===== src/rtl/mem_arbiter.sv =====
// rtl/mem_arbiter.sv - two-port cache-line burst arbiter for single-ported main memory
module mem_arbiter #(
  parameter int LINE_WORDS = 4,
  parameter int ADDR_W     = 32
) (
  input  logic              CLK,
  input  logic              RESET,
  input  logic              i_req,
  input  logic [ADDR_W-1:0] i_addr,
  output logic [31:0]       i_rdata,
  output logic              i_rvalid,
  output logic              i_done,
  input  logic              d_req,
  input  logic              d_we,
  input  logic [ADDR_W-1:0] d_addr,
  input  logic [31:0]       d_wdata,
  output logic              d_wnext,
  output logic [31:0]       d_rdata,
  output logic              d_rvalid,
  output logic              d_done,
  output logic              mem_req,
  output logic              mem_we,
  output logic [ADDR_W-1:0] mem_addr,
  output logic [31:0]       mem_wdata,
  input  logic              mem_ack,
  input  logic [31:0]       mem_rdata,
  output logic [1:0]        owner
);

  localparam int BEAT_W = $clog2(LINE_WORDS);
  localparam int OFF    = BEAT_W + 2;
  localparam int BASE_W = ADDR_W - OFF;

  // own / last_grant encoding: 0 = I port, 1 = D port
  localparam logic PORT_I = 1'b0;
  localparam logic PORT_D = 1'b1;

  typedef enum logic {IDLE, BURST} state_t;

  state_t              state_q, state_d;
  logic                own_q, own_d;
  logic                we_q, we_d;
  logic [BASE_W-1:0]   base_q, base_d;
  logic [BEAT_W-1:0]   beat_q, beat_d;
  logic                last_grant_q, last_grant_d;
  logic                grant_d_port;
  logic                last_beat;

  // Line-offset bits of the request addresses are deliberately ignored.
  logic unused_offset_bits;
  assign unused_offset_bits = ^{i_addr[OFF-1:0], d_addr[OFF-1:0]};

  // Read data is broadcast to both ports; only the valid strobes are steered.
  assign i_rdata = mem_rdata;
  assign d_rdata = mem_rdata;

  assign last_beat = (beat_q == BEAT_W'(LINE_WORDS - 1));

  // State register with synchronous reset; reset abandons any burst in flight.
  always_ff @(posedge CLK) begin
    if (RESET) begin
      state_q      <= IDLE;
      own_q        <= PORT_I;
      we_q         <= 1'b0;
      base_q       <= '0;
      beat_q       <= '0;
      last_grant_q <= PORT_I;
    end else begin
      state_q      <= state_d;
      own_q        <= own_d;
      we_q         <= we_d;
      base_q       <= base_d;
      beat_q       <= beat_d;
      last_grant_q <= last_grant_d;
    end
  end

  // Grant selection in IDLE, beat sequencing and same-cycle strobes in BURST.
  always_comb begin
    state_d      = state_q;
    own_d        = own_q;
    we_d         = we_q;
    base_d       = base_q;
    beat_d       = beat_q;
    last_grant_d = last_grant_q;
    grant_d_port = PORT_I;

    mem_req   = 1'b0;
    mem_we    = 1'b0;
    mem_addr  = '0;
    mem_wdata = '0;
    owner     = 2'b00;
    i_rvalid  = 1'b0;
    i_done    = 1'b0;
    d_rvalid  = 1'b0;
    d_wnext   = 1'b0;
    d_done    = 1'b0;

    case (state_q)
      IDLE: begin
        if (i_req || d_req) begin
          // A tie goes to whichever port did not win the previous grant.
          grant_d_port = d_req && (!i_req || (last_grant_q == PORT_I));
          own_d        = grant_d_port;
          we_d         = grant_d_port ? d_we : 1'b0;
          base_d       = grant_d_port ? d_addr[ADDR_W-1:OFF] : i_addr[ADDR_W-1:OFF];
          beat_d       = '0;
          last_grant_d = grant_d_port;
          state_d      = BURST;
        end
      end

      BURST: begin
        mem_req   = 1'b1;
        mem_we    = we_q;
        mem_addr  = {base_q, beat_q, 2'b00};
        mem_wdata = d_wdata;
        owner     = (own_q == PORT_D) ? 2'b10 : 2'b01;
        if (mem_ack) begin
          beat_d = beat_q + BEAT_W'(1);
          if (we_q) begin
            d_wnext = 1'b1;
          end else if (own_q == PORT_D) begin
            d_rvalid = 1'b1;
          end else begin
            i_rvalid = 1'b1;
          end
          if (last_beat) begin
            if (own_q == PORT_D) begin
              d_done = 1'b1;
            end else begin
              i_done = 1'b1;
            end
            state_d = IDLE;
          end
        end
      end

      default: state_d = IDLE;
    endcase
  end

endmodule


===== config.mk =====
export PLATFORM = sky130hd
export DESIGN_NAME = mem_arbiter
export DESIGN_NICKNAME = d
export VERILOG_FILES = /design/src/rtl/mem_arbiter.sv
export SDC_FILE = /design/constraint.sdc
export NUM_CORES = 1
export LEC_CHECK = 0
export CAP_MARGIN = 30
export CORE_AREA = 2 2 105 107
export DETAILED_ROUTE_END_ITERATION = 10
export DIE_AREA = 0 0 107 109
export PLACE_DENSITY = 0.78
export SYNTH_ARGS = -nofsm -noshare
export SYNTH_HDL_FRONTEND = slang
export SYNTH_SLANG_ARGS = --single-unit

===== constraint.sdc =====
create_clock -name CLK -period 2.9 [get_ports CLK]
set_input_delay 0.725 -clock CLK [delete_from_list [all_inputs] [get_ports CLK]]
set_output_delay 0.725 -clock CLK [all_outputs]
set_load 0.005 [all_outputs]

==> results of run 1 <==
==> cells in the final DEF (no fill, tap or decap) <==
| cell type | netlist | routed |
|---|---|---|
| clkdlybuf4s50_1 | 0 | 164 |
| and2_1 | 63 | 63 |
| nor2_1 | 34 | 34 |
| a21oi_1 | 32 | 32 |
| dfxtp_1 | 33 | 32 |
| nand2_1 | 31 | 31 |
| a211oi_1 | 28 | 28 |
| buf_4 | 69 | 6 |
| clkbuf_8 | 0 | 5 |
| inv_1 | 3 | 3 |
| nand3_1 | 3 | 3 |
| nand2b_1 | 2 | 2 |
| conb_1 | 1 | 2 |
| bufinv_16 | 0 | 2 |
| buf_12 | 0 | 2 |
| and3_1 | 1 | 1 |
| a21bo_2 | 1 | 1 |
| a21boi_4 | 0 | 1 |
| o21bai_2 | 0 | 1 |
| o21ba_2 | 1 | 1 |
| or2_2 | 1 | 1 |
| a32oi_1 | 1 | 1 |
| a311oi_1 | 1 | 1 |
| ha_1 | 1 | 1 |
| clkinv_2 | 0 | 1 |
| dfxtp_2 | 0 | 1 |
==> area by class of cell <==
cell class / instances / area (sq um)
Tap cell: 140 / 175
Fill cell: 1086 / 6760
Multi-Input combinational cell: 204 / 1140
Clock inverter: 3 / 65.1
Inverter: 3 / 11.3
Timing Repair Buffer: 172 / 1730
Sequential cell: 33 / 662
Clock buffer: 5 / 68.8
==> metrics by stage <==
| stage | utilization [%] | setup slack [ns] | std cells |
|---|---|---|---|
| 6_report | 36.3 | 0.125 | 560 |
| 5_1_grt | 36.3 | 0.0544 | 560 |
| 4_1_cts | 36.3 | 0.124 | 560 |
| 3_5_place_dp | 35.0 | 0.130 | 552 |
| 3_3_place_gp | 35.0 | 0.145 | 552 |
| 2_1_floorplan | - | 1.17 | 330 |
==> sequential cells by signal (all words and copies together), names as in the netlist <==
| signal | count |
|---|---|
| last_grant_q | 1 |
| beat_q | 2 |
| state_q | 1 |
| we_q | 1 |
| base_q | 28 |
==> kinds of logic after synthesis <==
logic type / Yosys count
and+or+nand+nor: 135
DFF: 33
buffers and inverters: 93
AOI/OAI and AO/OA: 66
other: 1
adders and majority gates: 1
==> metal layers <==
layer	part of all wire [%]	up-vias	track usage [%]
li1	-	1177	-
met1	35	1125	13.3
met2	54	159	27.4
met3	10	20	4.00
met4	1.3	0	3.71
met5	0	-	0
==> final timing paths <==
path,from,endpoint,cells past startpoint
setup / recovery,mem_ack,d_done,4
hold / removal,base_q[19]$_SDFFE_PP0P_,base_q[19]$_SDFFE_PP0P_,2
setup reg to reg,state_q$_SDFF_PP0_,base_q[4]$_SDFFE_PP0P_,5
hold reg to reg,base_q[19]$_SDFFE_PP0P_,base_q[19]$_SDFFE_PP0P_,2
==> power groups by stage <==
stage	clock, mW	combinational, mW	sequential (mW)
3_3_place_gp	0	0.478	0.530
6_report	0.529	0.481	0.522
3_5_place_dp	0	0.487	0.534
4_1_cts	0.549	0.489	0.523
2_1_floorplan	0	0.274	0.524
5_1_grt	0.569	0.526	0.528
==> worst max-delay path: stages <==
cell and delay (ns):
clkdlybuf4s50_1 0.56, nand2_1 0.14, nor2_1 0.12, clkdlybuf4s50_1 0.51
==> results.toml, run 1 <==
[sta]
finClkSkew_ns = 0.00403
finalMaxSlewViolations = 0
whs_ns = 0.496
rsz0062_at_grt = "false"
finalSetupTns_ns = 0
hold_violations = 0
fmax_mhz = 360
min_period_ns = 2.78
finalCritPeriodShare_pct = 95.7
finalSetupViolations = 0

[cells_and_area]
layout-drive-gt1-share_pct = 5.24
area_growth_pct = 59.1
diodes = 0
fin_nets = 554
stdcell_area_sq_um = 3840

[clock_tree]
h-tree-depth = 2
holdBufCountCts = 0
cts_tree = "built"
cts_setup_buffers = 0
clkSlewWorstSetupHoldPaths_ns = 0.07
insertion_delay_ns = 0.28
numCtsBuffers = 5
cts_root_buf = "clkbuf_8"
cts_buffer_depth = 2
cts_resized = 0
clkSinkCount = 33

[synth]
yosys.area.top_type = "dfxtp_1"
ys_top_cells_by_count = "buf_4, and2_1, nor2_1"
synthSimpleGateAreaFrac_pct = 28.1
syn_area_per_cell_sq_um = 7.34
ys.flop_type = "dfxtp_1"
synth-xor-area-share_pct = 0
synth_mux_area_share_pct = 0
synth_compound_area_share_pct = 17.7
async_flop_share_pct = 0
synth-seq-cells = 33
synth.distinct_cells = 25
synth.most_common_cell = "buf_4"
synth_top_area_share_pct = 27.3
ys_seq_area_share_pct = 27.3
synth_top_family_by_area = "simple AND/OR/NAND/NOR gates"
synthCells = 329
yosys-top-cells-area = "dfxtp_1, buf_4, and2_1"
synth.cell_area_sq_um = 2420
synth_fa_ha_area_share_pct = 0.518
yosys_warnings = 0
synth_edf_count = 0

[drt]
wire_per_inst_microns = 15.2
ant_nets = 0
drc = 0
dr.pass1.iters = 6
wirelength_microns = 8500
via_per_inst = 4.43
initialDrtViolationCount = 123
vias = 2481

[run]
drv_cap = 0

[worst_setup_path]
ff2ff_setup_slack_ns = 1.29
crit_path_end_kind = "output port"
crit_path_max_fanout = 5
start_kind = "input port"
required_ns = 2.17
critPathKind = "input port to output port"
cp.arrival_ns = 2.05

[pwr]
p_clk_share_pct = 34.5
switchingPower_mw = 0.400
p_int_mw = 1.13
swShare_pct = 26.1
peakVddDrop_v = 0.000148
powerDensity_nw_per_um2 = 398
comb_power_share_pct = 31.4
leakage_nw = 1.48
power_frac_seq_pct = 34.1
power_mw = 1.53

[floorplanning]
die_width_microns = 107
fp.coreArea_sq_um = 10600
ios = 271
die_y_microns = 109
die_area_sq_um = 11700
rows = 38
start_util_pct = 22.8

[min_path]
hold_class = "register to register"

[placed_design]
portBuffers = 164
dp_hpwl_microns = 6680
place.gp.congestion = 0.701
dpl-instance-area_sq_um = 3710

[outcome]
status = "finished clean"

[global_routing]
grt_pass1_wl_microns = 12300
grt_usage_pct = 13.6
grt_max_degree = 41
grt-ovfl-total = 0
antenna_found_initial = 0
grt_pass1_vias = 2466
No activity file was read; power rests on OpenSTA's default activity.
==> run 2, diff against run 1 <==
--- a/config.mk
+++ b/config.mk
@@ -9,7 +9,7 @@
 export CORE_AREA = 2 2 105 107
 export DETAILED_ROUTE_END_ITERATION = 10
 export DIE_AREA = 0 0 107 109
-export PLACE_DENSITY = 0.78
+export PLACE_DENSITY = 0.67
 export SYNTH_ARGS = -nofsm -noshare
 export SYNTH_HDL_FRONTEND = slang
 export SYNTH_SLANG_ARGS = --single-unit
==> run 2 against run 1 <==
- via count fell by 2.6%
- register-to-register slack improved by 0.07 ns
- count of clock-buffer cells in the layout did not move
- design area fell by 0.39%
- critical path depth did not move
- clock power rose by 0.8%
- wire length fell by 0.54%
- worst setup slack improved by 0.043 ns
- maximum frequency rose by 1.6%
- sequential power rose by 1%
- final cell count fell by 0.18%
- combinational power fell by 2%
==> results.toml, run 2 (synthesis results as in run 1) <==
[floorplanning]
die_area_sq_um = 11700
die_width_microns = 107
die_y_microns = 109
fp.coreArea_sq_um = 10600
rows = 38
ios = 271
start_util_pct = 22.8

[global_routing]
antenna_found_initial = 0
grt_max_degree = 58
grt_usage_pct = 13.8
grt_pass1_vias = 2304
grt-ovfl-total = 0
grt_pass1_wl_microns = 12400

[worst_setup_path]
start_kind = "input port"
reg2regPathDepth = 4
crit_path_end_kind = "output port"
cp.arrival_ns = 2.01
required_ns = 2.17
critPathKind = "input port to output port"
crit_path_max_fanout = 5

[placed_design]
place.gp.congestion = 0.689
place_ws_ns = 0.149
dp_hpwl_microns = 6500
portBuffers = 164

[sta]
worstMarginPinSlew_ns = 0.619
hold_violations = 0
finalSetupViolations = 0
rsz0062_at_grt = "false"
fmax_mhz = 366
finalSetupTns_ns = 0
worst_slack_ns = 0.168
finalMaxSlewViolations = 0
slew_headroom_pct = 58.7
finalCritPeriodShare_pct = 94.2
min_period_ns = 2.73
finClkSkew_ns = 0.00461

[pwr]
powerDensity_nw_per_um2 = 400
peakVddDrop_v = 0.000259
power_mw = 1.53
leakage_nw = 1.47

[clock_tree]
holdBufCountCts = 0
insertion_delay_ns = 0.29
cts_root_buf = "clkbuf_8"
cts_setup_buffers = 0
clkSlewWorstSetupHoldPaths_ns = 0.08
h-tree-depth = 2
numCtsBuffers = 5
clkSinkCount = 33
cts_buffer_depth = 2
cts_tree = "built"
cts_resized = 0

[drt]
initialDrtViolationCount = 118
ant_nets = 0
dr.pass1.iters = 4
wire_per_inst_microns = 15.1
drc = 0
wirelength_microns = 8450
vias = 2417
via_per_inst = 4.32

[cells_and_area]
mostFrequentLayoutCells = "clkdlybuf4s50_1, and2_1, nor2_1"
area_growth_pct = 58.5
fin_nets = 553
layout-drive-gt1-share_pct = 5.01
fin_util_pct = 36.1
diodes = 0
final_common_cell = "clkdlybuf4s50_1"
reg_top3 = "base_q (28), beat_q (2)"
regMostFlops = "base_q"
largest_reg_flops = 28

[run]
drv_cap = 0

[outcome]
status = "finished clean"

[min_path]
hold_class = "register to register"
holdPathStages = 2
## run 2: through the flow
stage / std cells / hold WS, ns / area [sq um]
after floorplan: 330 / 0.456 / 2420
after global placement: 551 / 0.467 / 3700
after detailed placement: 551 / 0.487 / 3700
after CTS: 559 / 0.499 / 3830
after global routing: 559 / 0.519 / 3830
final: 559 / 0.496 / 3830
## run 2: worst max-delay path, cell delays in order
cell and delay [ns]:
clkdlybuf4s50_1 0.54, nand2_1 0.11, nor2_1 0.10, clkdlybuf4s50_1 0.53
## run 2: path summary, 6_finish.rpt
kind / startpoint / end / slack, ns
worst max-delay path: mem_ack / d_done / 0.17
worst min-delay path: base_q[13]$_SDFFE_PP0P_ / base_q[13]$_SDFFE_PP0P_ / 0.50
worst max register to register: state_q$_SDFF_PP0_ / base_q[4]$_SDFFE_PP0P_ / 1.36
worst min register to register: base_q[13]$_SDFFE_PP0P_ / base_q[13]$_SDFFE_PP0P_ / 0.50
## run 2: cell type report
type                    count  area, sq um
fillers                  1113         6770
repair buffers            171         1720
multi-input cells         204         1130
flip-flops and latches     33          662
well taps                 140          175
clock buffers               5         68.8
clock inverters             3         65.1
inverters                   3         11.3
## run 2: metal layers
layer | global-route usage [%] | up-vias | wire length, microns
li1 | - | 1181 | -
met5 | 0 | - | 0
met4 | 5.10 | 0 | 172
met2 | 26.2 | 141 | 4290
met1 | 15.0 | 1076 | 3230
met3 | 2.87 | 19 | 756
## run 2: report_power, final
part	leakage (nW)	switching, mW	internal [mW]
combinational	1.13	0.181	0.290
sequential	0.274	0.0288	0.499
clock	0.0681	0.191	0.342
